## config.mk

```make
export PLATFORM = sky130hd
export DESIGN_NAME = dcache_miss_fsm
export DESIGN_NICKNAME = d
export VERILOG_FILES = /design/src/rtl/dcache_miss_fsm.sv
export SDC_FILE = /design/constraint.sdc
export NUM_CORES = 2
export LEC_CHECK = 0
export CELL_PAD_IN_SITES_DETAIL_PLACEMENT = 1
export CELL_PAD_IN_SITES_GLOBAL_PLACEMENT = 1
export CORE_AREA = 8 8 465 467
export DETAILED_ROUTE_END_ITERATION = 7
export DIE_AREA = 0 0 473 475
export PLACE_DENSITY = 0.44
export SYNTH_ARGS = -nofsm -noshare
export SYNTH_HDL_FRONTEND = slang
export SYNTH_SLANG_ARGS = --single-unit
```

## constraint.sdc

```tcl
create_clock -name clk_i -period 6.65 [get_ports clk_i]
set_input_delay 0.665 -clock clk_i [delete_from_list [all_inputs] [get_ports clk_i]]
set_output_delay 0.665 -clock clk_i [all_outputs]
set_load 0.005 [all_outputs]
```

## src/rtl/dcache_miss_fsm.sv

```systemverilog
// Purpose: dcache controller; sequences the 2-way/16-set SRAM and the memory port (hit, writeback, refill, fill).
// Latency: hits are combinational, zero stall; clean miss stalls 1 + refill + 1 cycles, dirty miss adds the writeback phase.
// Backpressure: cpu_stall_o holds the CPU for the whole miss; mem_req_o held until mem_ack_i. Optional counters: DCACHE_STATS_EN.
module dcache_miss_fsm #(
  parameter int ADDR_W  = 32,
  parameter int INDEX_W = 4,
  parameter int LINE_W  = 256,
  parameter int WORD_W  = 32,
  parameter int TAG_W   = 23
) (
  input  logic                 clk_i,
  input  logic                 rst_i,
  input  logic                 cpu_req_i,
  input  logic                 cpu_write_i,
  input  logic [ADDR_W-1:0]    cpu_addr_i,
  input  logic [WORD_W-1:0]    cpu_data_i,
  output logic [WORD_W-1:0]    cpu_data_o,
  output logic                 cpu_stall_o,
  output logic                 sram_enable_o,
  output logic                 sram_write_o,
  output logic [INDEX_W-1:0]   sram_index_o,
  output logic [TAG_W+1:0]     sram_tag_o,
  output logic [LINE_W-1:0]    sram_data_o,
  input  logic [TAG_W+1:0]     sram_tag_i,
  input  logic [LINE_W-1:0]    sram_data_i,
  input  logic                 sram_hit_i,
  output logic                 mem_req_o,
  output logic                 mem_write_o,
  output logic [ADDR_W-1:0]    mem_addr_o,
  output logic [LINE_W-1:0]    mem_data_o,
  input  logic [LINE_W-1:0]    mem_data_i,
  input  logic                 mem_ack_i
`ifdef DCACHE_STATS_EN
  ,
  output logic [15:0]          hit_cnt_o,
  output logic [15:0]          miss_cnt_o,
  output logic [15:0]          wb_cnt_o
`endif
);

  localparam int OFF_W  = $clog2(LINE_W / 8);
  localparam int SEL_W  = $clog2(LINE_W / WORD_W);
  localparam int LINE_A = ADDR_W - OFF_W;

  typedef enum logic [1:0] {IDLE, WB, REFILL, FILL} state_t;

  state_t              state_q, state_d;
  logic [TAG_W-1:0]    victim_tag_q;
  logic [LINE_W-1:0]   victim_line_q;
  logic [LINE_W-1:0]   refill_line_q;
  logic [LINE_A-1:0]   req_line_q;
  logic                miss_start;

  logic [SEL_W-1:0]    word_sel;
  logic [TAG_W-1:0]    cpu_tag;
  logic [LINE_W-1:0]   merged_line;
  logic                unused_addr_bits;

  assign word_sel         = cpu_addr_i[OFF_W-1 -: SEL_W];
  assign cpu_tag          = cpu_addr_i[ADDR_W-1 -: TAG_W];
  assign sram_index_o     = cpu_addr_i[OFF_W+INDEX_W-1:OFF_W];
  assign unused_addr_bits = ^cpu_addr_i[OFF_W-SEL_W-1:0];

  // Store-hit line: SRAM line with the addressed word replaced by store data
  always_comb begin
    merged_line = sram_data_i;
    merged_line[word_sel*WORD_W +: WORD_W] = cpu_data_i;
  end

  // Next-state and all SRAM/memory/CPU outputs
  always_comb begin
    state_d       = state_q;
    miss_start    = 1'b0;
    cpu_stall_o   = 1'b0;
    cpu_data_o    = sram_data_i[word_sel*WORD_W +: WORD_W];
    sram_enable_o = 1'b0;
    sram_write_o  = 1'b0;
    sram_tag_o    = {1'b1, cpu_write_i, cpu_tag};
    sram_data_o   = merged_line;
    mem_req_o     = 1'b0;
    mem_write_o   = 1'b0;
    mem_addr_o    = '0;
    mem_data_o    = '0;
    case (state_q)
      IDLE: begin
        sram_enable_o = cpu_req_i;
        if (cpu_req_i) begin
          if (sram_hit_i) begin
            // store hit: tag already carries dirty=1 from cpu_write_i
            sram_write_o = cpu_write_i;
          end else begin
            cpu_stall_o = 1'b1;
            miss_start  = 1'b1;
            // victim valid & dirty -> write it back before refilling
            state_d = (sram_tag_i[TAG_W+1] && sram_tag_i[TAG_W]) ? WB : REFILL;
          end
        end
      end
      WB: begin
        cpu_stall_o = 1'b1;
        mem_req_o   = 1'b1;
        mem_write_o = 1'b1;
        mem_addr_o  = {victim_tag_q, sram_index_o, {OFF_W{1'b0}}};
        mem_data_o  = victim_line_q;
        if (mem_ack_i) state_d = REFILL;
      end
      REFILL: begin
        cpu_stall_o = 1'b1;
        mem_req_o   = 1'b1;
        mem_addr_o  = {req_line_q, {OFF_W{1'b0}}};
        if (mem_ack_i) state_d = FILL;
      end
      FILL: begin
        // SRAM places the clean line in the LRU way; next cycle re-looks up as a hit
        cpu_stall_o   = 1'b1;
        sram_enable_o = 1'b1;
        sram_write_o  = 1'b1;
        sram_tag_o    = {1'b1, 1'b0, req_line_q[LINE_A-1 -: TAG_W]};
        sram_data_o   = refill_line_q;
        state_d       = IDLE;
      end
      default: state_d = IDLE;
    endcase
  end

  // State register plus miss bookkeeping (victim, request line, refill data)
  always_ff @(posedge clk_i) begin
    if (rst_i) begin
      state_q       <= IDLE;
      victim_tag_q  <= '0;
      victim_line_q <= '0;
      refill_line_q <= '0;
      req_line_q    <= '0;
    end else begin
      state_q <= state_d;
      if (miss_start) begin
        victim_tag_q  <= sram_tag_i[TAG_W-1:0];
        victim_line_q <= sram_data_i;
        req_line_q    <= cpu_addr_i[ADDR_W-1:OFF_W];
      end
      if (state_q == REFILL && mem_ack_i) refill_line_q <= mem_data_i;
    end
  end

`ifdef DCACHE_STATS_EN
  logic hit_evt, wb_evt;
  assign hit_evt = (state_q == IDLE) && cpu_req_i && sram_hit_i;
  assign wb_evt  = (state_q == WB) && mem_ack_i;

  // Saturating event counters
  always_ff @(posedge clk_i) begin
    if (rst_i) begin
      hit_cnt_o  <= '0;
      miss_cnt_o <= '0;
      wb_cnt_o   <= '0;
    end else begin
      if (hit_evt && hit_cnt_o != 16'hFFFF)    hit_cnt_o  <= hit_cnt_o + 16'd1;
      if (miss_start && miss_cnt_o != 16'hFFFF) miss_cnt_o <= miss_cnt_o + 16'd1;
      if (wb_evt && wb_cnt_o != 16'hFFFF)      wb_cnt_o   <= wb_cnt_o + 16'd1;
    end
  end
`endif

endmodule

```

==> metrics <==
Synth Area in Adders less than 1%; Area Overhead vs Synth 59.5%; Synth Area in Compound Gates ~15%; Die Span Y 475 µm; CP Launch Point cpu_addr_i[2]; Yosys warning count 0; Peak VDD IR approximately 0.0002 V; total die area approximately 220000 µm²; Reg-to-Reg Start state_q[0]; final hold slack ~0.43 ns; Netlist cell types 37; dpl hpwl 242000 µm; I/O Buffers between 1000 and 1500; Post-Synthesis Cells about 4100; Synth top area share between 30 and 40%; Seq cells post-synth approximately 560; first-iteration detailed-routing DRC count approximately 2900; antenna violations before repair 171; Max Clock Freq 184 MHz; XOR/XNOR share of the synthesized area 0%; vias in the first global route between 30000 and 40000; commonest non-fill, non-tap cell in the layout nand2_1; R2R cell count 7; pre-CTS setup slack roughly 1.3 ns; CP required about 6 ns; simple-gate share of the synthesized area 27.8%; TritonCTS clock tree yes; Async SR Flop Fraction 0%; WL/cell roughly 38 µm; leakage dissipation roughly 0.016 µW; CP arrival between 4 and 5 ns; outcome completed; Reg2Reg Capture Point refill_line_q[64]; mux cell area share after synthesis between 10% and 20%; Top FF cell, synth dfxtp_1; worst setup margin 1.21 ns; drt pass-1 iters 6; hold buffer count at cts 0; initial core utilization between 10% and 20%; DRC viols 0; leading area contributor after synthesis dfxtp_1; Final ANT Viol Nets 0; most frequent cells in the layout nand2_1, clkdlybuf4s50_1, a21oi_1; max cap viols 0; final hold vios 0; register area share after synthesis between 30% and 40%; Relative slew margins a little over an eighth; Mean Syn Cell Area roughly 7.4 µm²; routed vias/inst 4.38; R2R setup slack 3.51 ns; largest family of logic cells by synthesized area simple AND/OR/NAND/NOR gates; Num CTS Buffers 85; I/O pin count roughly 1200; core area ~210000 µm²; Worst Path Class, Setup in2out; gr usage total 25.8%; Slew @ Worst Pin between 1 and 1.5 ns; Clk pin slew, worst setup/hold paths 0.05 ns; Clock Latency Late Sink roughly 0.75 ns; Period Utilization, post-route 81.8%; clk sinks between 500 and 600; Setup crit end kind output port; # resized after CTS 0; Root Buffer clkbuf_16; total grt overflow 0; Critical Path Start Type primary input; Hold WC Path Type in2reg; setup repair bufs after CTS 0; Clock H-tree levels 3; layout cell share with drive strength beyond 1 6.63%; largest net degree at the start of global routing 155; Hold Startpoint rst_i; top fanout value on the critical path 36; Site Rows roughly 170; ranking of synthesized cells by area dfxtp_1, nand2_1, a21oi_1; vias post-DR roughly 35000; Mapped Area 30000 µm²; final setup fails 0; Slew Limit Fails 0; TNS Setup 0 ns; final WL between 300000 and 400000 µm; RSZ-0062 raised after global routing false; Post-synth EDFFs 0; Final GP Congestion ~0.85; fin crit period 5.44 ns; CP endpoint sram_data_o[58]; Max clock buf depth 3; nets between 5000 and 6000; first-pass GRT wire length around 380000 µm; post-route clock skew just under 0.04 ns; chip width 473 µm; PD cells around 270 nW/µm²
## synthesized netlist by cell type, types with 8 or more instances
cell type and instances:
nand2_1 1478, a21oi_1 565, dfxtp_1 564, and2_1 351
mux2i_1 252, o21ai_0 231, clkbuf_1 210, buf_2 104
mux4_2 64, nor2b_1 62, a22oi_1 27, mux2_2 23
o21ai_1 23, buf_4 18, buf_1 14, ha_1 11
buf_6 9, nor3b_1 8
## stage by stage
step / utilization [%] / cell area (µm²) / std cells / power (µW)
2_1_floorplan: - / 30000 / 4054 / 5700
3_3_place_gp: 21.5 / 44900 / 7805 / 8470
3_5_place_dp: 21.5 / 44900 / 7805 / 8500
4_1_cts: 22.8 / 47600 / 7951 / 13300
5_1_grt: 22.9 / 47700 / 7980 / 13700
6_report: 22.9 / 47800 / 8025 / 13100
## cells by family (layout without fill, tap and decap cells)
family / Yosys count / in the layout
simple gates: 1919 / 1919
flops: 564 / 564
buf+inv: 361 / 1453
mux: 339 / 339
fa+ha+maj: 11 / 11
compound gates: 854 / 854
other cells: 2 / 80
## critical path, cell delays in order
cell and delay, ns:
buf_6 0.38, inv_1 0.16, ha_1 0.27, ha_2 0.50
and3b_1 0.96, buf_4 0.27, and2_1 0.32, mux2i_1 0.13
o21ai_0 0.39, clkdlybuf4s50_1 0.66
## report_power, final
group | internal [µW] | switching, µW
clock | 2680 | 2000
combinational | 1590 | 2820
sequential | 3770 | 202
total | 8040 | 5030
## routing by layer
metal	up-vias	wire, µm	track usage [%]
met2	1587	139000	42.0
met4	76	8640	6.96
met1	17600	126000	31.4
li1	15500	-	-
met3	362	29900	10.4
met5	-	476	0
## final cells by class
cell class / count / area [µm²]
Antenna cell: 74 / 185
Fill cell: 24900 / 161000
Clock buffer: 120 / 2410
Sequential cell: 564 / 11300
Timing Repair Buffer: 1302 / 12900
Clock inverter: 26 / 309
Inverter: 5 / 18.8
Multi-Input combinational cell: 3129 / 17200
Tap cell: 2805 / 3510
## state kept, by name (all words and copies together), names as in the netlist
register and flops:
victim_tag_q 23, req_line_q 27, refill_line_q 256, state_q 2, victim_line_q 256
## how the worst min path moves through the flow
stage	end	depth (start not counted)	slack [ns]
6_report	victim_tag_q[12]	2	0.43
5_1_grt	req_line_q[14]	2	0.41
4_1_cts	refill_line_q[90]	3	0.37
3_5_place_dp	victim_line_q[175]	2	0.44
3_3_place_gp	victim_line_q[53]	2	0.44
2_1_floorplan	victim_line_q[0]	2	0.43
Note: power is estimated with default switching activity, not from simulation.
